$ cat src/rtl/l1_ctrl_pkg.sv
// rtl/l1_ctrl_pkg.sv - shared constants and read-FSM encoding for the L1 buffer sequencer
package l1_ctrl_pkg;

    localparam int ADDRWIDTH = 7;
    localparam int OVFWIDTH  = 8;
    localparam int DEPTH     = 1 << ADDRWIDTH;

    typedef enum logic [1:0] {
        IDLE    = 2'd0,
        PRELOAD = 2'd1,
        LOAD    = 2'd2,
        BUSY    = 2'd3
    } rd_state_e;

endpackage

$ cat src/rtl/l1_buffer_sequencer_if.sv
// rtl/l1_buffer_sequencer_if.sv - L1 accept/readout handshake and pixel fan-out bundle
interface l1_buffer_sequencer_if #(
    parameter int ADDRWIDTH = 7,
    parameter int OVFWIDTH  = 8
);
    logic                 L1A;
    logic                 evtReq;
    logic                 evtDone;
    logic                 wren;
    logic [ADDRWIDTH-1:0] wrAddr;
    logic [ADDRWIDTH-1:0] rdAddr;
    logic                 preLoad;
    logic                 load;
    logic                 evtGnt;
    logic                 full;
    logic                 empty;
    logic [ADDRWIDTH:0]   occupancy;
    logic                 overflow;
    logic [OVFWIDTH-1:0]  dropCount;

    modport master (
        output L1A, evtReq, evtDone,
        input  wren, wrAddr, rdAddr, preLoad, load, evtGnt,
        input  full, empty, occupancy, overflow, dropCount
    );

    modport slave (
        input  L1A, evtReq, evtDone,
        output wren, wrAddr, rdAddr, preLoad, load, evtGnt,
        output full, empty, occupancy, overflow, dropCount
    );
endinterface

$ cat src/rtl/l1_occupancy_counter.sv
// rtl/l1_occupancy_counter.sv - up/down event counter with registered full/empty flags
module l1_occupancy_counter #(
    parameter int ADDRWIDTH = 7
) (
    input  logic                 clk_i,
    input  logic                 reset_i,
    input  logic                 inc_i,
    input  logic                 dec_i,
    output logic [ADDRWIDTH:0]   occupancy_o,
    output logic                 full_o,
    output logic                 empty_o
);

    localparam logic [ADDRWIDTH:0] OCC_ONE = {{ADDRWIDTH{1'b0}}, 1'b1};
    localparam logic [ADDRWIDTH:0] DEPTH_C = {1'b1, {ADDRWIDTH{1'b0}}};

    logic [ADDRWIDTH:0] occ_q, occ_d;
    logic               full_q, empty_q;

    always_comb begin
        occ_d = occ_q;
        if (inc_i && !dec_i) begin
            occ_d = occ_q + OCC_ONE;
        end else if (dec_i && !inc_i) begin
            occ_d = occ_q - OCC_ONE;
        end
    end

    // Flags decode the next count so they line up with the registered count.
    always_ff @(posedge clk_i) begin
        if (!reset_i) begin
            occ_q   <= '0;
            full_q  <= 1'b0;
            empty_q <= 1'b1;
        end else begin
            occ_q   <= occ_d;
            full_q  <= (occ_d == DEPTH_C);
            empty_q <= (occ_d == '0);
        end
    end

    assign occupancy_o = occ_q;
    assign full_o      = full_q;
    assign empty_o     = empty_q;

endmodule

$ cat src/rtl/l1_buffer_sequencer.sv
// rtl/l1_buffer_sequencer.sv - L1 write pointer pipeline, preLoad/load/release read FSM, drop tracking
import l1_ctrl_pkg::*;

module l1_buffer_sequencer #(
    parameter int ADDRWIDTH = l1_ctrl_pkg::ADDRWIDTH,
    parameter int OVFWIDTH  = l1_ctrl_pkg::OVFWIDTH
) (
    input  logic                    clk_i,
    input  logic                    reset_i,
    l1_buffer_sequencer_if.slave    bus
);

    localparam logic [ADDRWIDTH-1:0] ADDR_ONE = {{(ADDRWIDTH-1){1'b0}}, 1'b1};
    localparam logic [OVFWIDTH-1:0]  DROP_ONE = {{(OVFWIDTH-1){1'b0}}, 1'b1};

    rd_state_e            state_q, state_d;
    logic [ADDRWIDTH-1:0] wr_ptr_q, wr_pipe_q, wr_addr_q, rd_ptr_q;
    logic                 wren_q, preload_q, preload_d, load_q, load_d;
    logic                 overflow_q;
    logic [OVFWIDTH-1:0]  drop_cnt_q;
    logic [ADDRWIDTH:0]   occupancy;
    logic                 full, empty;
    logic                 accept, drop, release_evt;

    assign accept      = bus.L1A && !full;
    assign drop        = bus.L1A && full;
    assign release_evt = (state_q == BUSY) && bus.evtDone;

    // wrAddr trails wren by one cycle so pixels see the address after the enable.
    always_ff @(posedge clk_i) begin
        if (!reset_i) begin
            wren_q    <= 1'b0;
            wr_ptr_q  <= '0;
            wr_pipe_q <= '0;
            wr_addr_q <= '0;
        end else begin
            wren_q <= accept;
            if (accept) begin
                wr_pipe_q <= wr_ptr_q;
                wr_ptr_q  <= wr_ptr_q + ADDR_ONE;
            end
            if (wren_q) begin
                wr_addr_q <= wr_pipe_q;
            end
        end
    end

    always_ff @(posedge clk_i) begin
        if (!reset_i) begin
            overflow_q <= 1'b0;
            drop_cnt_q <= '0;
        end else if (drop) begin
            overflow_q <= 1'b1;
            if (!(&drop_cnt_q)) begin
                drop_cnt_q <= drop_cnt_q + DROP_ONE;
            end
        end
    end

    always_ff @(posedge clk_i) begin
        if (!reset_i) begin
            rd_ptr_q <= '0;
        end else if (release_evt) begin
            rd_ptr_q <= rd_ptr_q + ADDR_ONE;
        end
    end

    always_ff @(posedge clk_i) begin
        if (!reset_i) begin
            state_q   <= IDLE;
            preload_q <= 1'b0;
            load_q    <= 1'b0;
        end else begin
            state_q   <= state_d;
            preload_q <= preload_d;
            load_q    <= load_d;
        end
    end

    always_comb begin
        state_d = state_q;
        case (state_q)
            IDLE:    if (bus.evtReq && !empty) state_d = PRELOAD;
            PRELOAD: state_d = LOAD;
            LOAD:    state_d = BUSY;
            BUSY:    if (bus.evtDone) state_d = IDLE;
        endcase
    end

    // Strobes are decoded from the next state so they register alongside it.
    always_comb begin
        preload_d = (state_d == PRELOAD);
        load_d    = (state_d == LOAD);
    end

    l1_occupancy_counter #(
        .ADDRWIDTH (ADDRWIDTH)
    ) u_occ (
        .clk_i       (clk_i),
        .reset_i     (reset_i),
        .inc_i       (accept),
        .dec_i       (release_evt),
        .occupancy_o (occupancy),
        .full_o      (full),
        .empty_o     (empty)
    );

    assign bus.wren      = wren_q;
    assign bus.wrAddr    = wr_addr_q;
    assign bus.rdAddr    = rd_ptr_q;
    assign bus.preLoad   = preload_q;
    assign bus.load      = load_q;
    assign bus.evtGnt    = load_q;
    assign bus.full      = full;
    assign bus.empty     = empty;
    assign bus.occupancy = occupancy;
    assign bus.overflow  = overflow_q;
    assign bus.dropCount = drop_cnt_q;

endmodule

$ cat src/flat_wrapper.sv
// flat-port wrapper written by rule: the top's interface ports become plain ports
module l1_buffer_sequencer_flat 
#(
    parameter int ADDRWIDTH = l1_ctrl_pkg::ADDRWIDTH,
    parameter int OVFWIDTH  = l1_ctrl_pkg::OVFWIDTH
)
  (clk_i, reset_i, bus_L1A, bus_evtReq, bus_evtDone, bus_wren, bus_wrAddr, bus_rdAddr, bus_preLoad, bus_load, bus_evtGnt, bus_full, bus_empty, bus_occupancy, bus_overflow, bus_dropCount);
  l1_buffer_sequencer_if #(.ADDRWIDTH(ADDRWIDTH), .OVFWIDTH(OVFWIDTH)) bus_i ();
  input  logic clk_i;
  input  logic reset_i;
  input wire logic [$bits(bus_i.L1A)-1:0] bus_L1A;
  input wire logic [$bits(bus_i.evtReq)-1:0] bus_evtReq;
  input wire logic [$bits(bus_i.evtDone)-1:0] bus_evtDone;
  output wire logic [$bits(bus_i.wren)-1:0] bus_wren;
  output wire logic [$bits(bus_i.wrAddr)-1:0] bus_wrAddr;
  output wire logic [$bits(bus_i.rdAddr)-1:0] bus_rdAddr;
  output wire logic [$bits(bus_i.preLoad)-1:0] bus_preLoad;
  output wire logic [$bits(bus_i.load)-1:0] bus_load;
  output wire logic [$bits(bus_i.evtGnt)-1:0] bus_evtGnt;
  output wire logic [$bits(bus_i.full)-1:0] bus_full;
  output wire logic [$bits(bus_i.empty)-1:0] bus_empty;
  output wire logic [$bits(bus_i.occupancy)-1:0] bus_occupancy;
  output wire logic [$bits(bus_i.overflow)-1:0] bus_overflow;
  output wire logic [$bits(bus_i.dropCount)-1:0] bus_dropCount;
  assign bus_i.L1A = bus_L1A;
  assign bus_i.evtReq = bus_evtReq;
  assign bus_i.evtDone = bus_evtDone;
  assign bus_wren = bus_i.wren;
  assign bus_wrAddr = bus_i.wrAddr;
  assign bus_rdAddr = bus_i.rdAddr;
  assign bus_preLoad = bus_i.preLoad;
  assign bus_load = bus_i.load;
  assign bus_evtGnt = bus_i.evtGnt;
  assign bus_full = bus_i.full;
  assign bus_empty = bus_i.empty;
  assign bus_occupancy = bus_i.occupancy;
  assign bus_overflow = bus_i.overflow;
  assign bus_dropCount = bus_i.dropCount;
  l1_buffer_sequencer #(.ADDRWIDTH(ADDRWIDTH), .OVFWIDTH(OVFWIDTH)) u_core (.clk_i(clk_i), .reset_i(reset_i), .bus(bus_i));
endmodule
$ cat config.mk
export PLATFORM = sky130hd
export DESIGN_NAME = l1_buffer_sequencer_flat
export DESIGN_NICKNAME = d
export VERILOG_FILES = /design/src/rtl/l1_ctrl_pkg.sv /design/src/rtl/l1_buffer_sequencer_if.sv /design/src/rtl/l1_occupancy_counter.sv /design/src/rtl/l1_buffer_sequencer.sv /design/src/flat_wrapper.sv
export SDC_FILE = /design/constraint.sdc
export NUM_CORES = 1
export LEC_CHECK = 0
export ABC_AREA = 0
export CAP_MARGIN = 20
export CELL_PAD_IN_SITES_DETAIL_PLACEMENT = 1
export CELL_PAD_IN_SITES_GLOBAL_PLACEMENT = 1
export CORE_MARGIN = 3
export CORE_UTILIZATION = 41
export CTS_CLUSTER_SIZE = 16
export DETAILED_ROUTE_END_ITERATION = 8
export GPL_TIMING_DRIVEN = 0
export PLACE_DENSITY = 0.83
export REMOVE_ABC_BUFFERS = 1
export SKIP_LAST_GASP = 1
export SLEW_MARGIN = 0
export SYNTH_ARGS = -nofsm -noshare
export SYNTH_HDL_FRONTEND = slang
export SYNTH_SLANG_ARGS = --single-unit
export TNS_END_PERCENT = 5
$ cat constraint.sdc
create_clock -name clk_i -period 3.55 [get_ports clk_i]
set_clock_uncertainty 0.2 [all_clocks]
set_input_delay 0.355 -clock clk_i [delete_from_list [all_inputs] [get_ports clk_i]]
set_output_delay 0.355 -clock clk_i [all_outputs]
set_load 0.05 [all_outputs]
==> results of run 1 <==
tightest hold or removal path: stages (launching register included):
cell and delay, ps:
dfxtp_1 320, nand2_1 50, a21oi_1 50
cell usage after synthesis (2+ instances only):
cell	instances
inv_1	2
and3_1	5
clkbuf_1	7
ha_1	5
nor2_1	35
dfxtp_1	52
xnor2_1	9
nor3_1	6
mux2i_1	8
nand4_1	7
nand2_1	31
a21oi_1	15
or3_1	5
or2_2	2
xor2_1	12
o21ai_0	5
and2_1	5
nand3_1	6
cell type report:
type / instances / area (um^2) / share of cell area
multi-input cells: 178 / 1080 / 0.389
flip-flops and latches: 52 / 1040 / 0.375
repair buffers: 43 / 438 / 0.158
well taps: 67 / 83.8 / 0.0302
clock buffers: 6 / 82.6 / 0.0297
clock inverters: 2 / 38.8 / 0.0140
inverters: 3 / 11.3 / 0.00406
logic make-up after synthesis:
logic type | synth area share
AND/OR/NAND/NOR | 0.251
flip-flops | 0.477
AO/OA/AOI/OAI | 0.0946
XOR/XNOR | 0.0842
buffers and inverters | 0.0281
multiplexers | 0.0367
adder cells (fa/ha/maj) | 0.0287
path summary, 6_finish.rpt:
path	to	from
worst max register to register	u_core.u_occ.full_o	u_core.state_q[0]
worst min register to register	u_core.wr_pipe_q[2]	u_core.wr_pipe_q[2]
worst max-delay path	u_core.u_occ.full_o	bus_evtDone
worst min-delay path	u_core.wr_pipe_q[2]	u_core.wr_pipe_q[2]
power by group through the flow:
stage | Clock [mW] | Sequential (mW) | Combinational, mW
2_1_floorplan | 0 | 0.661 | 0.0628
3_3_place_gp | 0 | 0.630 | 0.137
3_5_place_dp | 0 | 0.631 | 0.142
4_1_cts | 0.442 | 0.618 | 0.143
5_1_grt | 0.472 | 0.621 | 0.156
6_report | 0.427 | 0.618 | 0.142
per-layer routing:
layer	vias up	share of wire
li1	908	-
met1	849	0.44
met5	-	0
met4	0	0.020
met3	10	0.028
met2	29	0.51
per-stage QoR:
step / util / setup slack, ps / hold WS, ps
after global routing: 0.562 / 835 / 298
after detailed placement: 0.536 / 156 / 258
after floorplan: - / 953 / 226
final: 0.562 / 976 / 266
after CTS: 0.560 / 469 / 270
after global placement: 0.532 / 93.3 / 248
registers in the layout, indices dropped and copies added (netlist names):
| name | cells |
|---|---|
| u_core.bus.evtGnt | 1 |
| u_core.bus.overflow | 1 |
| u_core.bus.preLoad | 1 |
| u_core.state_q | 2 |
| u_core.bus.dropCount | 8 |
| u_core.wr_ptr_q | 7 |
| u_core.u_occ.empty_o | 1 |
| u_core.wr_pipe_q | 7 |
| u_core.bus.rdAddr | 7 |
| u_core.bus.wren | 1 |
| u_core.bus.wrAddr | 7 |
| u_core.u_occ.occupancy_o | 8 |
| u_core.u_occ.full_o | 1 |
==> results.yml, run 1 <==
outcome:
  status: "finished, final reports clean"
route:
  drcViolationCount: 0
  drtPass1Iterations: 4
  wl_per_cell_um: 14.2
  ant_nets: 0
  num_vias: 1796
  routed_wl_mm: 4.97
  drtIter0Drc: 61
  viasPerCell: 5.12
clock_tree:
  cts.sinks: 52
  htree_levels: 2
  clk_latency_ps: 310
  cts_tree: "yes"
  path_clk_slew_ps: 90
  cts_resized: 0
  root_buffer: "clkbuf_8"
  holdBufCountCts: 0
  cts_buffers: 5
  clockBufferDepth: 2
  cts_setup_buffers: 0
logic_synthesis:
  yosysSeqAreaShare: 0.477
  ys_async_sr_fraction: 0
  synth_top_area_cell: "dfxtp_1"
  synth_top_area_frac: 0.477
  postSynthAreaPerCell_um2: 8.98
  yosys_register_bits: 52
  synth_cell_type_count: 44
  synth-edff-count: 0
  synthCells: 243
  synth_area_leaders: "dfxtp_1 (48%), nor2_1 (6.0%), nand2_1 (5.3%), xor2_1 (4.8%), mux2i_1 (3.7%)"
  yosys_warnings: 0
  synthFlopType: "dfxtp_1"
  syn_area_um2: 2180
global_route:
  grt_pass1_wl_mm: 8.81
  met1_usage: 0.214
  grt-busiest-layer: "met2"
  grt_use_met3: 0.0397
  first_global_vias: 1831
  grt_use_met2: 0.301
  antenna_found_initial: 0
  overflow: 0
  grt_usage: 0.176
  grt_max_degree: 33
pwr:
  p_sw_frac: 0.256
  p_seq_frac: 0.520
  p_leak_nw: 1.00
  p_int_mw: 0.884
  power.ir.vdd_worst_mv: 0.191
  power.total_mw: 1.19
  combPwrFrac: 0.120
  power_density_nw_per_um2: 428
  power_switching_mw: 0.304
  clkPwrFrac: 0.360
critical_path:
  critical_path_cell_count: 7
  critPathBufInv: 1
  rrSetupSlack_ps: 1070
  crit_path_start_kind: "input pin"
  critPathSlowestCell: "or4_4"
  critical-path-max-stage-delay_ps: 530
  critPathTopFamily: "simple AND/OR/NAND/NOR gates"
  arrival_ps: 2590
  crit_chain: "clkdlybuf4s50_1 -> and3_1 -> nor3_1 -> a41oi_1 -> xnor2_1 -> or4_4 -> nor4b_2"
  rr_worst_depth: 6
  cp.required_ps: 3570
  cp_max_fo: 11
  crit_path_end_kind: "flop"
  crit_type: "in -> reg"
final_layout:
  mostFrequentLayoutCells: "dfxtp_1 (52), clkdlybuf4s50_1 (41), nor2_1 (35)"
  stdcell_area_um2: 2780
  antenna_cells: 0
  drive_gt1_frac: 0.0704
  nets: 293
  layout.cells.non_filler: 351
  fillers: 602
  mostFrequentLayoutCell: "dfxtp_1"
  syn_to_final_growth_pct: 27.2
timing:
  tns_ps: 0
  fin_crit_sh: 0.725
  tightestPinTransition_ps: 525
  setup_violations: 0
  drv_slew: 0
  period_needed_ps: 2570
  final-hold-violation-count: 0
  max_slew_margin: 0.649
  rsz0062_at_grt: "no"
  max_freq_mhz: 388
run:
  maxCapViolations: 0
place:
  globalplace.congestion: 0.715
  place_inst: 342
  portBuffers: 41
  placed_area_um2: 2650
  post-dp-hpwl_mm: 3.63
floorplan:
  start_util: 0.442
  dieArea_um2: 6240
  die_h_um: 79.0
  fp.dieW_um: 79.0
  coreArea_um2: 4940
  num_rows: 25
  io_pins: 42
hold_path:
  hold_path_depth: 2
  min_path_type: "reg -> reg"
No activity file was read; power rests on OpenSTA's default activity.
==> inputs of run 2 (changes only) <==
--- a/config.mk
+++ b/config.mk
@@ -10,11 +10,11 @@
 export CELL_PAD_IN_SITES_DETAIL_PLACEMENT = 1
 export CELL_PAD_IN_SITES_GLOBAL_PLACEMENT = 1
 export CORE_MARGIN = 3
-export CORE_UTILIZATION = 41
+export CORE_UTILIZATION = 38
 export CTS_CLUSTER_SIZE = 16
 export DETAILED_ROUTE_END_ITERATION = 8
 export GPL_TIMING_DRIVEN = 0
-export PLACE_DENSITY = 0.83
+export PLACE_DENSITY = 0.78
 export REMOVE_ABC_BUFFERS = 1
 export SKIP_LAST_GASP = 1
 export SLEW_MARGIN = 0
==> constraint.sdc (replaced) <==
create_clock -name clk_i -period 2.6 [get_ports clk_i]
set_clock_uncertainty 0.2 [all_clocks]
set_input_delay 0.26 -clock clk_i [delete_from_list [all_inputs] [get_ports clk_i]]
set_output_delay 0.26 -clock clk_i [all_outputs]
set_load 0.05 [all_outputs]
==> run 2 against run 1 <==
Against the previous run:
- sequential power is 36% higher
- critical endpoint unchanged
- via count is 0.17% higher
- critical path depth stayed put
- count of clock-buffer cells in the layout stayed put
- hold slack worse by 6.2 ps
- power is 29% higher
- final cell count is 0.57% higher
- sequential cell count stayed put
- worst setup slack worse by 780 ps
- register-to-register slack worse by 870 ps
- non-clock buffer count is 1 lower
==> results.yml, run 2 (synthesis results as in run 1) <==
outcome:
  status: "finished, final reports clean"
global_route:
  first_global_vias: 1838
  grt_usage: 0.161
  grt_pass1_wl_mm: 8.29
  antenna_found_initial: 0
  overflow: 0
  grt_max_degree: 31
clock_tree:
  path_clk_slew_ps: 100
  cts_buffers: 5
  holdBufCountCts: 0
  root_buffer: "clkbuf_8"
  clockBufferDepth: 2
  cts_tree: "yes"
  clk_latency_ps: 310
  htree_levels: 2
  cts.sinks: 52
  cts_setup_buffers: 0
route:
  drtPass1Iterations: 4
  ant_nets: 0
  drtIter0Drc: 58
  wl_met3_um: 136
  routed_wl_mm: 4.90
  drcViolationCount: 0
  routed-wl-met2_mm: 2.37
  top_layer: "met4"
  m1WireLength_mm: 2.29
  viasPerCell: 5.10
  wl_per_cell_um: 13.9
  num_vias: 1799
critical_path:
  arrival_ps: 2420
  crit_path_end_kind: "flop"
  crit_type: "in -> reg"
  crit_path_start_kind: "input pin"
  crit_chain: "clkdlybuf4s50_1 -> and3_1 -> nor3_1 -> a41oi_1 -> xnor2_1 -> or4_4 -> nor4b_2"
  critPathBufInv: 1
  critPathSlowestCell: "or4_4"
  critical-path-max-stage-delay_ps: 530
  cp.required_ps: 2620
  critPathTopFamily: "simple AND/OR/NAND/NOR gates"
  cp_max_fo: 11
timing:
  max_freq_mhz: 416
  period_needed_ps: 2400
  rsz0062_at_grt: "no"
  fin_crit_sh: 0.924
  drv_slew: 0
  tightestPinTransition_ps: 558
  max_slew_margin: 0.626
  setup_violations: 0
  tns_ps: 0
  final-hold-violation-count: 0
floorplan:
  num_rows: 26
  fp.dieW_um: 81.8
  start_util: 0.409
  dieArea_um2: 6690
  coreArea_um2: 5340
  die_h_um: 81.8
  io_pins: 42
run:
  maxCapViolations: 0
final_layout:
  mostFrequentLayoutCells: "dfxtp_1 (52), clkdlybuf4s50_1 (41), nor2_1 (35)"
  nets: 292
  drive_gt1_frac: 0.0707
  syn_to_final_growth_pct: 26.6
  final_util: 0.518
  antenna_cells: 0
  mostFrequentLayoutCell: "dfxtp_1"
pwr:
  power_density_nw_per_um2: 554
  p_leak_nw: 0.988
  power.ir.vdd_worst_mv: 0.254
place:
  globalplace.congestion: 0.781
  portBuffers: 41
  post-dp-hpwl_mm: 3.52
hold_path:
  min_path_type: "reg -> reg"
-- run 2: cell count changes in the layout (fill, tap and decap cells not counted), sizes merged --
| cell | before | now |
|---|---|---|
| buf | 2 | 1 |
| bufinv | 1 | 0 |
| clkinv | 2 | 1 |
| clkinvlp | 0 | 2 |
-- run 2: cell type report --
class,count,area [um^2]
inverters,3,11.3
flip-flops and latches,52,1040
multi-input cells,178,1090
fillers,632,2570
repair buffers,42,438
clock inverters,2,15.0
well taps,70,87.6
clock buffers,6,82.6
-- run 2: repair_timing --
action | CTS | global route
endpoints found under the hold margin | 0 | 0
gates resized for setup | 2 | 0
endpoints found under the setup margin | 2 | 0
-- run 2: stage by stage --
stage / std cells / cell area (um^2) / setup slack, ps / hold WS, ps / power (mW)
after floorplan: 233 / 2130 / 3.48 / 131 / 0.988
after detailed placement: 345 / 2660 / -677 / 251 / 1.06
after global routing: 353 / 2760 / 19.2 / 291 / 1.61
final: 353 / 2760 / 197 / 260 / 1.53
after CTS: 353 / 2760 / 148 / 264 / 1.55
after global placement: 344 / 2630 / -750 / 245 / 1.05
-- run 2: routing by layer --
metal  vias to the layer above  track usage
li1                        907            -
met1                       859        0.200
met2                        25        0.260
met3                         8       0.0329
met4                         0       0.0897
met5                         -            0
-- run 2: worst register-to-register path, cell delays in order (launching register included) --
cell     delay (ps)
dfxtp_1         440
and3_1          470
nor3_1          110
a41oi_1         220
xnor2_1         120
or4_4           530
nor4b_2         220
-- run 2: report_power, final --
group	internal, mW	switching, mW	leakage, nW
Sequential	0.817	0.0256	0.421
Clock	0.216	0.277	0.0434
Combinational	0.0760	0.120	0.524
-- run 2: final timing paths --
path	start	end	slack (ps)	depth (start not counted)
hold reg to reg	u_core.wr_pipe_q[4]	u_core.wr_pipe_q[4]	260	2
hold / removal	u_core.wr_pipe_q[4]	u_core.wr_pipe_q[4]	260	2
setup reg to reg	u_core.state_q[0]	u_core.u_occ.full_o	200	6
setup / recovery	bus_evtDone	u_core.u_occ.full_o	200	7
==> inputs of run 3 (changes only) <==
--- a/config.mk
+++ b/config.mk
@@ -10,11 +10,11 @@
 export CELL_PAD_IN_SITES_DETAIL_PLACEMENT = 1
 export CELL_PAD_IN_SITES_GLOBAL_PLACEMENT = 1
 export CORE_MARGIN = 3
-export CORE_UTILIZATION = 38
+export CORE_UTILIZATION = 41
 export CTS_CLUSTER_SIZE = 16
 export DETAILED_ROUTE_END_ITERATION = 8
 export GPL_TIMING_DRIVEN = 0
-export PLACE_DENSITY = 0.78
+export PLACE_DENSITY = 0.83
 export REMOVE_ABC_BUFFERS = 1
 export SKIP_LAST_GASP = 1
 export SLEW_MARGIN = 0
==> constraint.sdc (replaced) <==
create_clock -name clk_i -period 2.8 [get_ports clk_i]
set_clock_uncertainty 0.2 [all_clocks]
set_input_delay 0.28 -clock clk_i [delete_from_list [all_inputs] [get_ports clk_i]]
set_output_delay 0.28 -clock clk_i [all_outputs]
set_load 0.05 [all_outputs]
==> run 3 against run 2 <==
Against the previous run:
- sequential power decreased by 6.9%
- critical path depth unchanged
- count of clock-buffer cells in the layout unchanged
- final cell count decreased by 0.85%
- combinational power decreased by 8%
- die area decreased by 6.8%
- wire length increased by 2.5%
- sequential share of layout area decreased by 0.17 points
- via count decreased by 0.50%
==> results.yml, run 3 (synthesis results as in run 1) <==
timing:
  hold_ws_ps: 267
  max_freq_mhz: 400
  max_slew_margin: 0.648
  drv_slew: 0
  setup_violations: 0
  fin_crit_sh: 0.893
  timing.final.ws_setup_ps: 299
  final-hold-violation-count: 0
  rsz0062_at_grt: "no"
  period_needed_ps: 2500
  tightestPinTransition_ps: 526
place:
  globalplace.congestion: 0.715
  placed_area_um2: 2650
  portBuffers: 41
  post-place-ws_ps: -519
  post-dp-hpwl_mm: 3.63
critical_path:
  cp_max_fo: 11
  crit_type: "in -> reg"
  crit_path_start_kind: "input pin"
  crit_path_end_kind: "flop"
  cp.required_ps: 2820
  arrival_ps: 2520
global_route:
  grt_usage: 0.176
  grt_use_met2: 0.301
  antenna_found_initial: 0
  grt_pass1_wl_mm: 8.81
  grt-busiest-layer: "met2"
  grt_use_met3: 0.0397
  met1_usage: 0.214
  grt_max_degree: 33
  first_global_vias: 1831
  overflow: 0
clock_tree:
  clk_latency_ps: 310
  cts_setup_buffers: 0
  htree_levels: 2
  cts.sinks: 52
  path_clk_slew_ps: 90
  clockBufferDepth: 2
  cts_buffers: 5
  holdBufCountCts: 0
  cts_resized: 1
  cts_tree: "yes"
  root_buffer: "clkbuf_8"
route:
  num_vias: 1790
  drtPass1Iterations: 4
  ant_nets: 0
  drtIter0Drc: 67
  viasPerCell: 5.11
  drcViolationCount: 0
  wl_per_cell_um: 14.4
  routed_wl_mm: 5.03
final_layout:
  drive_gt1_frac: 0.0707
  syn_to_final_growth_pct: 27.2
  antenna_cells: 0
  nets: 292
  mostFrequentLayoutCells: "dfxtp_1 (52), clkdlybuf4s50_1 (41), nor2_1 (35)"
  stdcell_area_um2: 2780
  final_util: 0.562
  mostFrequentLayoutCell: "dfxtp_1"
run:
  maxCapViolations: 0
floorplan:
  dieArea_um2: 6240
  num_rows: 25
  die_h_um: 79.0
  start_util: 0.442
  coreArea_um2: 4940
  fp.dieW_um: 79.0
  io_pins: 42
pwr:
  p_leak_nw: 1.00
  p_int_mw: 1.12
  combPwrFrac: 0.120
  p_sw_frac: 0.256
  power.ir.vdd_worst_mv: 0.243
  clkPwrFrac: 0.359
  power_switching_mw: 0.385
  power_density_nw_per_um2: 542
  power.total_mw: 1.50
  p_seq_frac: 0.521
outcome:
  status: "finished, final reports clean"
hold_path:
  min_path_type: "reg -> reg"
[run 3: routing by layer]
metal / up-vias / part of all wire / wire length (um)
met2: 29 / 0.51 / 2550
li1: 906 / - / -
met3: 10 / 0.028 / 140
met1: 845 / 0.44 / 2240
met5: - / 0 / 0
met4: 0 / 0.019 / 98
[run 3: worst max-delay path, cell delays in order]
cell and delay, ps:
clkdlybuf4s50_1 520, and3_1 460, nor3_1 120, a41oi_1 260
xnor2_1 120, or4_4 530, nor4b_2 230
[run 3: metrics by stage]
step	instances	TNS, ps
after floorplan	233	0
after global placement	341	-1230
after detailed placement	342	-1110
after CTS	350	0
after global routing	350	0
final	350	0
[run 3: final timing paths]
path              slack (ps)                   to           startpoint  cells past startpoint
setup reg to reg         320  u_core.u_occ.full_o    u_core.state_q[0]                      6
hold reg to reg          270  u_core.wr_pipe_q[2]  u_core.wr_pipe_q[2]                      2
setup / recovery         300  u_core.u_occ.full_o          bus_evtDone                      7
hold / removal           270  u_core.wr_pipe_q[2]  u_core.wr_pipe_q[2]                      2
[run 3: power groups by stage]
stage / Sequential [mW] / Combinational (mW) / Clock (mW)
after floorplan: 0.838 / 0.0797 / 0
after global placement: 0.799 / 0.173 / 0
after detailed placement: 0.800 / 0.180 / 0
after CTS: 0.783 / 0.181 / 0.560
after global routing: 0.788 / 0.198 / 0.598
final: 0.784 / 0.180 / 0.541
[run 3: area by class of cell]
class	count	area [um^2]
well taps	67	83.8
multi-input cells	178	1090
clock inverters	2	38.8
fillers	601	2170
repair buffers	42	430
inverters	3	11.3
flip-flops and latches	52	1040
clock buffers	6	82.6
